$ cat src/rtl/qbus_master.sv
// rtl/qbus_master.sv - Q-bus style master: single read/write transactions with rply timeout and DMA handover.
module qbus_master #(
    parameter int ADDR_W  = 16,
    parameter int DATA_W  = 16,
    parameter int TIMEOUT = 63
) (
    input  logic              clk,
    input  logic              reset_n,
    input  logic              ce,
    input  logic              req_rd,
    input  logic              req_wr,
    input  logic              req_byte,
    input  logic [ADDR_W-1:0] req_addr,
    input  logic [DATA_W-1:0] req_wdata,
    output logic              busy,
    output logic              done,
    output logic              error,
    output logic [DATA_W-1:0] rdata,
    output logic              sync,
    output logic              din,
    output logic              dout,
    output logic              wtbt,
    output logic              bsy,
    output logic [ADDR_W-1:0] addr_o,
    output logic [DATA_W-1:0] data_o,
    input  logic [DATA_W-1:0] data_i,
    input  logic              rply,
    input  logic              dmr,
    output logic              dmgo,
    input  logic              sack
);

    localparam int CNT_W = (TIMEOUT > 0) ? $clog2(TIMEOUT + 1) : 1;
    localparam logic [CNT_W-1:0] CNT_INIT = CNT_W'(TIMEOUT);

    typedef enum logic [2:0] {
        S_IDLE,
        S_ADDR,
        S_XFER,
        S_RELEASE,
        S_ERR,
        S_GRANT,
        S_DMA
    } state_t;

    state_t            state;
    state_t            state_next;
    logic [ADDR_W-1:0] addr_q;
    logic [DATA_W-1:0] wdata_q;
    logic              byte_q;
    logic              write_q;
    logic [CNT_W-1:0]  cnt;
    logic [DATA_W-1:0] rd_capture;

    // Byte reads return the addressed lane right-justified with the upper bits cleared.
    always_comb begin
        rd_capture = data_i;
        if (byte_q) begin
            rd_capture = {{(DATA_W-8){1'b0}}, (addr_q[0] ? data_i[15:8] : data_i[7:0])};
        end
    end

    always_ff @(posedge clk or negedge reset_n) begin
        if (!reset_n) begin
            state   <= S_IDLE;
            addr_q  <= '0;
            wdata_q <= '0;
            byte_q  <= 1'b0;
            write_q <= 1'b0;
            cnt     <= CNT_INIT;
            rdata   <= '0;
        end else if (ce) begin
            state <= state_next;
            if (state == S_IDLE && (req_rd || req_wr)) begin
                addr_q  <= req_addr;
                wdata_q <= req_wdata;
                byte_q  <= req_byte;
                write_q <= !req_rd;
            end
            if (state == S_ADDR) begin
                cnt <= CNT_INIT;
            end else if (state == S_XFER && cnt != '0) begin
                cnt <= cnt - CNT_W'(1);
            end
            if (state == S_XFER && rply && !write_q) begin
                rdata <= rd_capture;
            end
        end
    end

    always_comb begin
        state_next = state;
        sync       = 1'b0;
        din        = 1'b0;
        dout       = 1'b0;
        wtbt       = 1'b0;
        dmgo       = 1'b0;
        done       = 1'b0;
        error      = 1'b0;
        addr_o     = '0;
        data_o     = '0;
        case (state)
            S_IDLE: begin
                // A pending CPU request always beats a DMA request in the same cycle.
                if (req_rd || req_wr) begin
                    state_next = S_ADDR;
                end else if (dmr) begin
                    state_next = S_GRANT;
                end
            end
            S_ADDR: begin
                sync       = 1'b1;
                addr_o     = addr_q;
                wtbt       = write_q;
                state_next = S_XFER;
            end
            S_XFER: begin
                sync = 1'b1;
                din  = !write_q;
                dout = write_q;
                wtbt = byte_q;
                if (write_q) begin
                    data_o = wdata_q;
                end
                if (rply) begin
                    state_next = S_RELEASE;
                end else if (cnt == '0) begin
                    state_next = S_ERR;
                end
            end
            S_RELEASE: begin
                if (rply) begin
                    sync = 1'b1;
                end else begin
                    done       = 1'b1;
                    state_next = S_IDLE;
                end
            end
            S_ERR: begin
                error      = 1'b1;
                state_next = S_IDLE;
            end
            S_GRANT: begin
                dmgo = 1'b1;
                if (sack) begin
                    state_next = S_DMA;
                end else if (!dmr) begin
                    state_next = S_IDLE;
                end
            end
            S_DMA: begin
                if (!sack) begin
                    state_next = S_IDLE;
                end
            end
            default: state_next = S_IDLE;
        endcase
    end

    assign busy = (state != S_IDLE);
    assign bsy  = sync;

endmodule

$ cat config.mk
export PLATFORM = sky130hd
export DESIGN_NAME = qbus_master
export DESIGN_NICKNAME = d
export VERILOG_FILES = /design/src/rtl/qbus_master.sv
export SDC_FILE = /design/constraint.sdc
export NUM_CORES = 1
export LEC_CHECK = 0
export ABC_AREA = 1
export CAP_MARGIN = 20
export CORE_MARGIN = 1
export CORE_UTILIZATION = 45
export DETAILED_ROUTE_END_ITERATION = 6
export PLACE_DENSITY = 0.92
export SYNTH_ARGS = -nofsm -noshare
export SYNTH_HDL_FRONTEND = slang
export SYNTH_SLANG_ARGS = --single-unit
export TNS_END_PERCENT = 30
$ cat constraint.sdc
create_clock -name clk -period 3.88 [get_ports clk]
set_clock_uncertainty 0.1 [all_clocks]
set_input_delay 0.776 -clock clk [delete_from_list [all_inputs] [get_ports clk]]
set_output_delay 0.776 -clock clk [all_outputs]
set_load 0.03 [all_outputs]
Yosys cells after proc, flatten, opt, wreduce, memory -nomap -nowiden
Index checks and enable logic that the tools add are counted.
- $mul: 0
- add/subtract/negate cells: 1
- shifts and indexed selects: 0
- mux-type cells: 25
- $lt $le $gt $ge: 0
- equality and inequality tests: 11
- reduce and logical (&&, ||, !) cells: 17
- div/mod/pow operators: 0
- bitwise logic cells: 0
- operators with widths (cell ; count):
    16-bit 2-to-1 mux ; 4
    3-bit 2-to-1 mux ; 8
    3-bit case mux with 6 select lines ; 1
    6-bit 2-to-1 mux ; 2
    3-bit == test (second input constant) ; 3
    8-bit 2-to-1 mux ; 1
    1-bit 2-to-1 mux ; 7
    3-bit by 2-bit == test with 1-bit output (second input constant) ; 2
    6-bit logical NOT ; 1
    3-bit by 2-bit != test with 1-bit output (second input constant) ; 2
    2-bit AND reduction ; 3
    6-bit AND reduction ; 1
    6-bit nonzero test ; 1
    6-bit by 1-bit subtractor with 6-bit output (second input constant) ; 1
    1-bit logical AND ; 4
    2-bit != test (second input constant) ; 2
    1-bit case mux with 2 select lines ; 2
    3-bit by 1-bit == test with 1-bit output (second input constant) ; 1
    3-bit logical NOT ; 1
    3-bit != test (second input constant) ; 1
    3-bit nonzero test ; 1
    1-bit logical NOT ; 2
    2-bit nonzero test ; 1
    2-bit OR reduction ; 1
    1-bit logical OR ; 1
- logic and storage cells: 61
- flip-flop bits (word level): 59
- bits in read-only memories: 0
- input bits: 57
- memories: 0
- memory bits (writable): 0
- output and inout port bits: 57
- latch bits: 0

Longest topological paths before layout
- word-level depth: 4
- depth in mapped cells: 9
- depth with buffers taken out: 9

Worst setup path after synthesis
OpenSTA, ideal clock, no wires.
- path type: flip-flop to output port
- from: register state[0]
- to: output port data_o[10]
- required time: 3004 ps
- arrival time: 1786 ps
- path slack: 1218 ps
- stages on the path, launching flop included: 8
- path buffers: 2
- cell sequence: dfrtp_1 -> buf_2 -> nor2_4 -> nand2_1 -> nor2_2 -> inv_2 -> buf_2 -> nor2_1
- word-level cells in the longest chain between the ends: 2
- RTL lines (what ; RTL line ; source):
    from (decl) ; 46 ; state_t state;
    from (signal assigned) ; 73 ; state <= state_next;
    3-bit by 2-bit == test with 1-bit output ; 102 ; case (state)
    16-bit 2-to-1 mux ; 102 ;
    to (decl) ; 25 ; output logic [DATA_W-1:0] data_o,
Every way passes these cells.

Worst setup path after layout
- from: input port rply
- to: output port done
- word-level cells in the longest chain between the ends: 2
- RTL lines (what ; RTL line ; source):
    from (decl) ; 27 ; input logic rply,
    1-bit 2-to-1 mux ; 132 ; if (rply) begin
    1-bit 2-to-1 mux ; 102 ;
    to (decl) ; 16 ; output logic done,
Every way passes these cells.

==> flow_metrics.tcl <==
set metrics [dict create \
    area_delta_synth_final_pct 47.1 \
    critical_path_class "input port to output pin" \
    wirelength_um 7240 \
    finalSetupViolCount 0 \
    syn_area_sq_mm 0.00289 \
    numClockSinks 59 \
    vias_per_cell 4.85 \
    io_buffers 113 \
    critPathMaxFanout 4 \
    setup_tns_ps 0 \
    fp.dieArea_sq_mm 0.00674 \
    drv_slew 0 \
    maxCapViolations 0 \
    gr-total-overflow 0 \
    finalHoldViolations 0 \
    reg2reg_depth 6 \
    synth-edff-count 0 \
    finalNonFillerCells 555 \
    synth_cell_types 26 \
    r2r_end "wdata_q[13]" \
    final_nets 535 \
    worst_hold_path_type "input port to asynchronous set/reset pin" \
    root_buffer "clkbuf_8" \
    first_global_vias 2587 \
    drc 0 \
    cts_tree "done" \
    drive_gt1_share_pct 9.79 \
    rsz0062_at_grt "no" \
    num_vias 2691 \
    clockBufferDepth 2 \
    post_cts_buffers 0 \
    cp.required_ps 3000 \
    crit_path_cell_trace "clkdlybuf4s50_1, nor4_1, clkdlybuf4s50_1" \
    cp_num_buf_inv 2 \
    wire_per_inst_um 13.0 \
    drtIter0Drc 77 \
    startpoint_type "input port" \
    fmax_mhz 318 \
    numCtsBuffers 9 \
    hpwl_um 5490 \
    async_reset_ff_share_pct 100 \
    syn_nets 422 \
    synthFlopType "dfrtp_1" \
    layout_common_cells "112 x clkdlybuf4s50_1, 80 x nand2_1, 58 x inv_1" \
    rows 28 \
    cp-end-kind "output pin" \
    die_x_um 82.1 \
    ys_seq_area_share_pct 51.4 \
    p_leak_nw 1.96 \
    ant_nets 0 \
    r2r_start "state[1]" \
    diodes 0 \
    p_per_area_mw_per_mm2 788 \
    regToRegSetupSlack_ps 1850 \
    ys_seq_elements 59 \
    yosys_warnings 0 \
    min_period_over_period_pct 81.1 \
    drtPass1Iterations 4 \
    ios 114 \
    ir_drop_mv 0.457 \
    post_cts_resized 0 \
    clkLatencyLatePin_ps 330 \
    slowest_delay_ps 710 \
    min_period_ps 3150 \
    critPathArrivalTime_ps 2270 \
    cp_top_family "buffers and inverters" \
    grt_first_pass_wirelength_um 11400 \
    worst_path_max_delay_cell "clkdlybuf4s50_1" \
    track_usage_pct 22.8 \
    antenna_found_initial 0 \
    status "finished, final reports clean" \
    dieHeight_um 82.1 \
    grt_max_degree 51 \
    path_clk_slew_ps 60 \
    h-tree-depth 3 \
    slew_headroom_pct 50.6 \
    initial_utilization_pct 47.6 \
    place_congestion 0.758 \
    place_inst 540 \
    final_common_cell "clkdlybuf4s50_1" \
    syn_inst 363 \
    worstMarginPinSlew_ps 739 \
    syn_area_per_cell_sq_um 7.96 \
    core-area_sq_mm 0.00606 \
    cts-hold-fix-buffers 0 \
    critPathMostFrequentCell "clkdlybuf4s50_1" \
]
-- layer usage --
metal	vias up	GRT usage (%)	part of all wire (%)
met3	11	5.16	4.8
met4	0	10.7	1.6
met5	-	0	0
met1	1252	26.9	42
met2	78	39.4	51
li1	1350	-	-
-- Yosys cell counts (2+ instances only) --
library cell  instances  area, sq um
nand2_1              80          300
nor2_1               42          158
a21oi_1               3         15.0
nor3_4                2         32.5
mux2_2                8         90.1
o21ai_0              21          105
buf_2                 7         35.0
dfrtp_1              53         1330
nor3_1                2         10.0
nand4_1               2         12.5
inv_1                58          218
o21ai_1              30          150
nor2_2                2         12.5
inv_2                 5         18.8
ha_1                  2         25.0
buf_4                 4         30.0
or2_2                 2         12.5
dfstp_2               6          158
clkbuf_1              4         15.0
nand3_1              24          120
-- state kept, by name (all words and copies together), names as in the netlist --
register and count:
addr_q 16, byte_q 1, cnt 6, rdata 16, state 3, wdata_q 16, write_q 1
-- metrics by stage --
step / hold slack, ps / area (sq um) / util, % / worst slack [ps] / power, W
floorplan: 353 / 2890 / - / 1220 / 0.00220
global placement: 362 / 4070 / 67.2 / 748 / 0.00279
detailed placement: 373 / 4070 / 67.2 / 745 / 0.00286
CTS: 331 / 4250 / 70.1 / 728 / 0.00337
global route: 367 / 4250 / 70.1 / 585 / 0.00358
finish: 326 / 4250 / 70.1 / 733 / 0.00335
-- worst reg2reg max path, stage by stage, from the launching register on --
cell and delay, ps:
dfrtp_1 450, nor2_2 220, nand2_2 110, nor3_4 580
buf_12 300, nand2_1 90, o21ai_0 90
-- cells by family (layout without fill, tap and decap cells) --
logic type | after synthesis | after routing | share of synthesized area [%]
and+or+nand+nor | 160 | 160 | 24.0
buffers and inverters | 79 | 196 | 11.1
DFF | 59 | 59 | 51.4
AOI/OAI and AO/OA | 55 | 55 | 9.58
muxes | 8 | 8 | 3.12
adders and majority gates | 2 | 2 | 0.866
-- final cells by class --
type                       count  area [sq um]
clock buffer                  13           169
clock inverter                 2          10.0
fill                         448          1810
inverter                      64           240
multi-input combinational    225          1080
sequential                    59          1480
tap                           75          93.8
timing repair buffer         117          1170
-- how the worst max path moves through the flow --
stage | from | end | cells after the start
CTS | state[0] | data_o[3] | 6
global placement | rply | done | 3
detailed placement | rply | bsy | 4
global route | state[0] | data_o[4] | 6
floorplan | state[0] | data_o[10] | 7
finish | rply | done | 3
-- report_power, final --
part / total [W] / internal (W) / switching, W
Combinational: 0.00175 / 0.000678 / 0.00107
Clock: 0.000504 / 0.000278 / 0.000226
Sequential: 0.00109 / 0.000936 / 0.000156
No activity file was read; power rests on OpenSTA's default activity.
